<file path="src/rtl/la_pulse_if.sv">
// Control and result bundle between the LA register block and the pulse receiver.
// The master drives arm/abort and the capture setup; the slave returns status and results.
interface la_pulse_if #(
   parameter int CNT_W = 8,
   parameter int WIN_W = 16
) ();
   logic             arm;
   logic             abort;
   logic [CNT_W-1:0] expected;
   logic [WIN_W-1:0] window_cycles;
   logic             busy;
   logic             done;
   logic [CNT_W-1:0] count;
   logic             match;
   logic             timeout;
   logic             overflow;
   logic             runt;

   modport master (
      output arm, abort, expected, window_cycles,
      input  busy, done, count, match, timeout, overflow, runt
   );

   modport slave (
      input  arm, abort, expected, window_cycles,
      output busy, done, count, match, timeout, overflow, runt
   );
endinterface

</file>
<file path="src/rtl/la_pulse_receiver.sv">
// Receive end of the LA pulse link: synchronizes pulse_in, qualifies each high run
// by width and counts completed pulses inside an armed measurement window.
module la_pulse_receiver #(
   parameter int CNT_W       = 8,
   parameter int WIN_W       = 16,
   parameter int SYNC_STAGES = 2,
   parameter int MIN_WIDTH   = 1
) (
   input  logic      clk,
   input  logic      rst,
   input  logic      pulse_in,
   la_pulse_if.slave lif
);
   typedef enum logic [1:0] {IDLE, WAIT_LOW, CAPTURE, DONE} state_t;

   state_t                 state_q, state_d;
   logic [SYNC_STAGES-1:0] sync_q, sync_d;
   logic                   s_d_q, s_d_d;
   logic [3:0]             run_q, run_d;
   logic [WIN_W-1:0]       win_q, win_d;
   logic                   win_en_q, win_en_d;
   logic [CNT_W-1:0]       exp_q, exp_d;
   logic [CNT_W-1:0]       count_q, count_d;
   logic                   match_q, match_d;
   logic                   timeout_q, timeout_d;
   logic                   overflow_q, overflow_d;
   logic                   runt_q, runt_d;
   logic                   busy_q, busy_d;
   logic                   done_q, done_d;

   logic             s;
   logic             fall;
   logic             qual;
   logic             expire;
   logic             cnt_full;
   logic             hit;
   logic [CNT_W-1:0] count_inc;

   assign s         = sync_q[SYNC_STAGES-1];
   assign fall      = s_d_q & ~s;
   assign qual      = fall && (run_q >= 4'(MIN_WIDTH));
   assign expire    = win_en_q && (win_q == WIN_W'(1));
   assign cnt_full  = &count_q;
   assign count_inc = count_q + 1'b1;
   // A saturated counter cannot newly reach expected, so overflow never matches.
   assign hit       = qual && !cnt_full && (exp_q != '0) && (count_inc == exp_q);

   always_comb begin
      sync_d     = {sync_q[SYNC_STAGES-2:0], pulse_in};
      s_d_d      = s;
      run_d      = !s ? 4'd0 : ((&run_q) ? run_q : run_q + 4'd1);
      state_d    = state_q;
      win_d      = win_q;
      win_en_d   = win_en_q;
      exp_d      = exp_q;
      count_d    = count_q;
      match_d    = match_q;
      timeout_d  = timeout_q;
      overflow_d = overflow_q;
      runt_d     = runt_q;

      if (lif.abort) begin
         state_d = IDLE;
      end else begin
         case (state_q)
            IDLE, DONE: begin
               if (lif.arm) begin
                  state_d    = WAIT_LOW;
                  count_d    = '0;
                  match_d    = 1'b0;
                  timeout_d  = 1'b0;
                  overflow_d = 1'b0;
                  runt_d     = 1'b0;
                  win_d      = lif.window_cycles;
                  win_en_d   = (lif.window_cycles != '0);
                  exp_d      = lif.expected;
               end
            end
            // Skip any pulse already high at arm: capture opens only once s is low.
            WAIT_LOW: begin
               if (win_en_q) win_d = win_q - 1'b1;
               if (expire) begin
                  state_d   = DONE;
                  timeout_d = 1'b1;
               end else if (!s) begin
                  state_d = CAPTURE;
               end
            end
            CAPTURE: begin
               if (win_en_q) win_d = win_q - 1'b1;
               if (fall && !qual) runt_d = 1'b1;
               if (qual && cnt_full) overflow_d = 1'b1;
               if (qual && !cnt_full) count_d = count_inc;
               if (hit) begin
                  state_d = DONE;
                  match_d = 1'b1;
               end else if (expire) begin
                  state_d   = DONE;
                  timeout_d = 1'b1;
               end
            end
            default: state_d = IDLE;
         endcase
      end

      busy_d = (state_d == WAIT_LOW) || (state_d == CAPTURE);
      done_d = (state_d == DONE);
   end

   always_ff @(posedge clk) begin
      if (rst) begin
         state_q    <= IDLE;
         sync_q     <= '0;
         s_d_q      <= 1'b0;
         run_q      <= '0;
         win_q      <= '0;
         win_en_q   <= 1'b0;
         exp_q      <= '0;
         count_q    <= '0;
         match_q    <= 1'b0;
         timeout_q  <= 1'b0;
         overflow_q <= 1'b0;
         runt_q     <= 1'b0;
         busy_q     <= 1'b0;
         done_q     <= 1'b0;
      end else begin
         state_q    <= state_d;
         sync_q     <= sync_d;
         s_d_q      <= s_d_d;
         run_q      <= run_d;
         win_q      <= win_d;
         win_en_q   <= win_en_d;
         exp_q      <= exp_d;
         count_q    <= count_d;
         match_q    <= match_d;
         timeout_q  <= timeout_d;
         overflow_q <= overflow_d;
         runt_q     <= runt_d;
         busy_q     <= busy_d;
         done_q     <= done_d;
      end
   end

   assign lif.busy     = busy_q;
   assign lif.done     = done_q;
   assign lif.count    = count_q;
   assign lif.match    = match_q;
   assign lif.timeout  = timeout_q;
   assign lif.overflow = overflow_q;
   assign lif.runt     = runt_q;
endmodule

</file>
<file path="src/flat_wrapper.sv">
// flat-port wrapper written by rule: the top's interface ports become plain ports
module la_pulse_receiver_flat 
#(
   parameter int CNT_W       = 8,
   parameter int WIN_W       = 16,
   parameter int SYNC_STAGES = 2,
   parameter int MIN_WIDTH   = 1
)
  (clk, rst, pulse_in, lif_arm, lif_abort, lif_expected, lif_window_cycles, lif_busy, lif_done, lif_count, lif_match, lif_timeout, lif_overflow, lif_runt);
  la_pulse_if #(.CNT_W(CNT_W), .WIN_W(WIN_W)) lif_i ();
  input  logic clk;
  input  logic rst;
  input  logic pulse_in;
  input wire logic [$bits(lif_i.arm)-1:0] lif_arm;
  input wire logic [$bits(lif_i.abort)-1:0] lif_abort;
  input wire logic [$bits(lif_i.expected)-1:0] lif_expected;
  input wire logic [$bits(lif_i.window_cycles)-1:0] lif_window_cycles;
  output wire logic [$bits(lif_i.busy)-1:0] lif_busy;
  output wire logic [$bits(lif_i.done)-1:0] lif_done;
  output wire logic [$bits(lif_i.count)-1:0] lif_count;
  output wire logic [$bits(lif_i.match)-1:0] lif_match;
  output wire logic [$bits(lif_i.timeout)-1:0] lif_timeout;
  output wire logic [$bits(lif_i.overflow)-1:0] lif_overflow;
  output wire logic [$bits(lif_i.runt)-1:0] lif_runt;
  assign lif_i.arm = lif_arm;
  assign lif_i.abort = lif_abort;
  assign lif_i.expected = lif_expected;
  assign lif_i.window_cycles = lif_window_cycles;
  assign lif_busy = lif_i.busy;
  assign lif_done = lif_i.done;
  assign lif_count = lif_i.count;
  assign lif_match = lif_i.match;
  assign lif_timeout = lif_i.timeout;
  assign lif_overflow = lif_i.overflow;
  assign lif_runt = lif_i.runt;
  la_pulse_receiver #(.CNT_W(CNT_W), .WIN_W(WIN_W), .SYNC_STAGES(SYNC_STAGES), .MIN_WIDTH(MIN_WIDTH)) u_core (.clk(clk), .rst(rst), .pulse_in(pulse_in), .lif(lif_i));
endmodule
</file>
<file path="config.mk">
export PLATFORM = sky130hd
export DESIGN_NAME = la_pulse_receiver_flat
export DESIGN_NICKNAME = d
export VERILOG_FILES = /design/src/rtl/la_pulse_if.sv /design/src/rtl/la_pulse_receiver.sv /design/src/flat_wrapper.sv
export SDC_FILE = /design/constraint.sdc
export NUM_CORES = 1
export LEC_CHECK = 0
export ABC_AREA = 1
export CAP_MARGIN = 20
export CORE_ASPECT_RATIO = 1.5
export CORE_MARGIN = 2
export CORE_UTILIZATION = 50
export CTS_CLUSTER_SIZE = 10
export DETAILED_ROUTE_END_ITERATION = 6
export GPL_ROUTABILITY_DRIVEN = 0
export PLACE_DENSITY = 0.77
export SLEW_MARGIN = 20
export SYNTH_ARGS = -nofsm -noshare
export SYNTH_HDL_FRONTEND = slang
export SYNTH_SLANG_ARGS = --single-unit
</file>
<file path="constraint.sdc">
create_clock -name clk -period 2.67 [get_ports clk]
set_input_delay 0.267 -clock clk [delete_from_list [all_inputs] [get_ports clk]]
set_output_delay 0.267 -clock clk [all_outputs]
set_load 0.02 [all_outputs]
</file>
==> results.md, run 1 <==
- Syn Nets: 477
- Critical path peak fanout: 6
- Final Cell Area: 3437 um2
- TritonCTS clock tree: yes
- Mapped Area: 2835 um2
- DR iter-0 viols: 181
- Initial Util: between 50% and 60%
- Detail Placement HPWL: 5580 um
- Post-synth EDFFs: 0
- Status: complete, no violations
- Antenna Nets Post-Route: 0
- Final Hold Viols: 0
- Post-CTS Setup Inserts: 0
- Multi-input gate area: 1604 um2
- Worst path top cell family by delay: simple AND/OR/NAND/NOR gates
- Yosys cell types: 35
- Syn-to-layout area delta: 21.23%
- Clock Root Buffer: clkbuf_8
- IO Pins: 43
- RSZ-0062 raised after global routing: false
- Gate Count Post-Synth: 438
- Clk buf depth: 2
- Fin Clk Skew: 0.006764 ns
- Initial antenna violation count: 0
- Cell internal pwr: 1.134 mW
- Register bit total from synthesis: 48
- Net Switching: 0.5581 mW
- Final setup vio count: 0
- Worst-path cell chain: ha_1, nand2_1, inv_1, nor2_1, nand2_1, nand2_1, nor2_1, nand3_1, nor2_2, nand3_2, nand2_1, nand2_1, inv_1, ha_1, inv_1, nor2_1
- Routed vias: 2937
- FILL cells: 533
- Reg-to-reg endpoint: u_core.lif.busy
- Worst-path clk slew: 0.09 ns
- Combinational power share: 25.8%
- All-Layer GR Usage: 24.91%
- Routed vias/inst: ~5.3
- Worst-case hold path end point: u_core.sync_q[1]
- Setup TNS: 0 ns
- Fmax: between 0.4 and 0.5 GHz
- Placement Rows: 33
- Dpl cell area: 3339 um2
- Number of stages on the worst setup path: 16
- Pwr Density: ~500 nW/um2
- Clk sinks: 48
- Worst Max-Slew Pin Slew: 0.4187 ns
- Reg2Reg Depth: 16
- Nets: 520
- Layout cells sized above 1: 7.469%
- DRT Pass-1 Iters: 4
- Critical Path End Type: flop
- Synth area leader: dfxtp_1
- Worst vdd ir: 0.4025 mV
- Avg Cell Area, Syn: 6.473 um2
- Reg power frac: 46.5%
- Reg-to-reg slack, setup: 0.37 ns
- H-Tree Depth: 2
- Core area: 5492 um2
- IO Port Bufs: between 40 and 50
- CP Launch Type: flop
- Hold Path Origin: u_core.sync_q[0]
- Static leakage power: 1.411 nW
- Worst setup startpoint: u_core.lif.count[1]
- Switching Share: 32.98%
- Clk pwr share: 27.8%
- Hold path depth: 2
- Grt total ovfl: 0
- Worst path slowest cell: dfxtp_1
- Reg area: 960.9 um2
- Critical Path Max Stage Delay: 0.45 ns
- Most frequent CP cell: nand2_1
- Worst path buffer plus inverter count: 3
- WS Path Type: reg -> reg
- Remaining DRCs: 0
- Slew headroom: 71.83%
- Reg2reg start: u_core.lif.count[1]
- Die Ht: 96.23 um
- Hold-fix buffers, CTS: 0
- Pin count of the biggest net entering global routing: 24
- Yosys top cell area share: 33.89%
- YS warnings: 0
- Max-cap viol count: 0
- Max-slew violations: 0
- Worst skew pair latency: 0.31 ns
- Min-delay worst type: reg -> reg
- Asr flop ratio synth: 0%
- Vias in the first global route: about 2700
- Top cells by area, synth: dfxtp_1, nand2_1, nor2_1, a21oi_1, inv_1
- First-pass GRT wire length: about 12000 um
- Routed WL: 7311 um
- Die area: between 6000 and 7000 um2
- CP arrival: 2.51 ns
- Routed WL per cell: 13.24 um
- Register area share after synthesis: roughly 34%
- Min Tclk post-route: roughly 2.3 ns
- Total chip power: between 1.5 and 2 mW
- Post-CTS Resized: 0
- Period utilisation layout: a little under nine tenths
- Crit path required time: 2.88 ns
- Synth Flop Type: dfxtp_1
- N_diodes: 0
- Die width: 65.49 um
- Inserted Clock Buffers: 5
-- how the worst max path moves through the flow --
stage / to / slack [ns]
2_1_floorplan: u_core.lif.busy / 0.60
3_3_place_gp: u_core.lif.busy / 0.46
3_5_place_dp: u_core.lif.busy / 0.41
4_1_cts: u_core.lif.busy / 0.39
5_1_grt: u_core.lif.busy / 0.07
6_report: u_core.lif.busy / 0.37
-- worst reg2reg max path: stages (launching register included) --
cell and delay, ns:
dfxtp_1 0.45, ha_1 0.25, nand2_1 0.09, inv_1 0.15, nor2_1 0.08, nand2_1 0.06
nand2_1 0.05, nor2_1 0.14, nand3_1 0.10, nor2_2 0.17, nand3_2 0.12, nand2_1 0.08
nand2_1 0.08, inv_1 0.07, ha_1 0.22, inv_1 0.05, nor2_1 0.03
-- power by group through the flow --
stage | registers, mW | logic [mW] | clock network (mW)
final | 0.787 | 0.436 | 0.470
after global routing | 0.791 | 0.496 | 0.502
after CTS | 0.786 | 0.432 | 0.482
after detailed placement | 0.802 | 0.430 | 0
after global placement | 0.801 | 0.420 | 0
after floorplan | 0.798 | 0.290 | 0
-- cells in the mapped netlist (all sizes together) (2+ instances only) --
master,n
nor4,5
o21ai,31
ha,10
o211ai,4
xor2,4
nand3,37
clkbuf,7
a211oi,2
a22oi,2
or2,2
a32oi,3
a21oi,42
nand4,4
nor2,72
nor3,5
buf,6
dfxtp,48
inv,57
nand3b,2
nand2,89
-- sequential cells by signal, summed over array words and instances (netlist names) --
signal               count
u_core.win_en_q          1
u_core.run_q             4
u_core.lif.done          1
u_core.sync_q            2
u_core.exp_q             8
u_core.lif.runt          1
u_core.lif.count         8
u_core.lif.timeout       1
u_core.lif.overflow      1
u_core.lif.busy          1
u_core.win_q            16
u_core.lif.match         1
u_core.state_q           2
u_core.s_d_q             1
-- stage by stage --
step / util (%) / hold WS, ns / std cells / worst slack (ns)
6_report: 62.59 / 0.4040 / 552 / 0.3658
4_1_cts: 62.59 / 0.4062 / 552 / 0.3877
5_1_grt: 62.59 / 0.4208 / 552 / 0.06852
2_1_floorplan: - / 0.3740 / 438 / 0.6030
3_3_place_gp: 60.81 / 0.3915 / 544 / 0.4632
3_5_place_dp: 60.81 / 0.3957 / 544 / 0.4056
-- cells by family (layout without fill, tap and decap cells) --
kind of cell / Yosys count / in the layout / synth area share (%)
fa+ha+maj: 10 / 10 / 4.413
xor+xnor: 5 / 5 / 1.545
flops: 48 / 48 / 33.89
simple gates: 216 / 216 / 33.19
compound gates: 89 / 89 / 17.43
buf+inv: 70 / 114 / 9.532
-- per-layer routing --
layer,part of all wire [%],wire length (um),global-route usage [%],up-vias
li1,-,-,-,1519
met1,40,2891,26.04,1312
met2,54,3919,47.70,90
met3,4.7,346,2.573,16
met4,2.1,153,13.72,0
met5,0,0,0,-
-- final cells by class --
type	count	share of cell area, %
Multi-Input combinational cell	320	46.67
Sequential cell	48	27.96
Timing Repair Buffer	49	13.76
Inverter	57	6.225
Tap cell	70	2.548
Clock buffer	6	2.403
Clock inverter	2	0.4368
-- cell usage in the layout (no fill, tap or decap) --
master	Yosys	final
nand3_2	1	1
nand3b_1	2	2
o21bai_1	1	1
inv_2	3	3
a22oi_1	2	2
a21oi_1	41	41
o31ai_1	1	1
xor2_1	4	4
nor2_4	1	1
nor3_1	5	5
a211oi_1	2	2
xnor2_1	1	1
a21oi_2	1	1
o21ai_0	30	30
nand2_2	5	5
buf_4	1	7
nor2_2	7	7
a31oi_1	1	1
nor2_1	64	64
nor4_1	5	5
inv_1	54	54
nand3_1	36	36
dfxtp_1	48	48
o21ai_1	1	1
a31o_2	1	1
a32oi_1	3	3
a41oi_1	1	1
nand2_1	84	84
nand4_1	4	4
or2_2	2	2
clkbuf_8	0	6
clkdlybuf4s50_1	0	42
clkinvlp_4	0	2
ha_1	10	10
o211ai_1	4	4
(Power assumes the default switching activity.)
==> run 2: changes to the inputs <==
HOLD_SLACK_MARGIN = 0.02   (was not set)
SLEW_MARGIN = 5   (was 20)
==> results of run 2 <==
Final layout, timing and power as in run 1 (identical DEF).
==> run 3: changes to the inputs <==
SLEW_MARGIN = 20   (was 5)
==> results of run 3 <==
Final layout, timing and power as in run 1 (identical DEF).
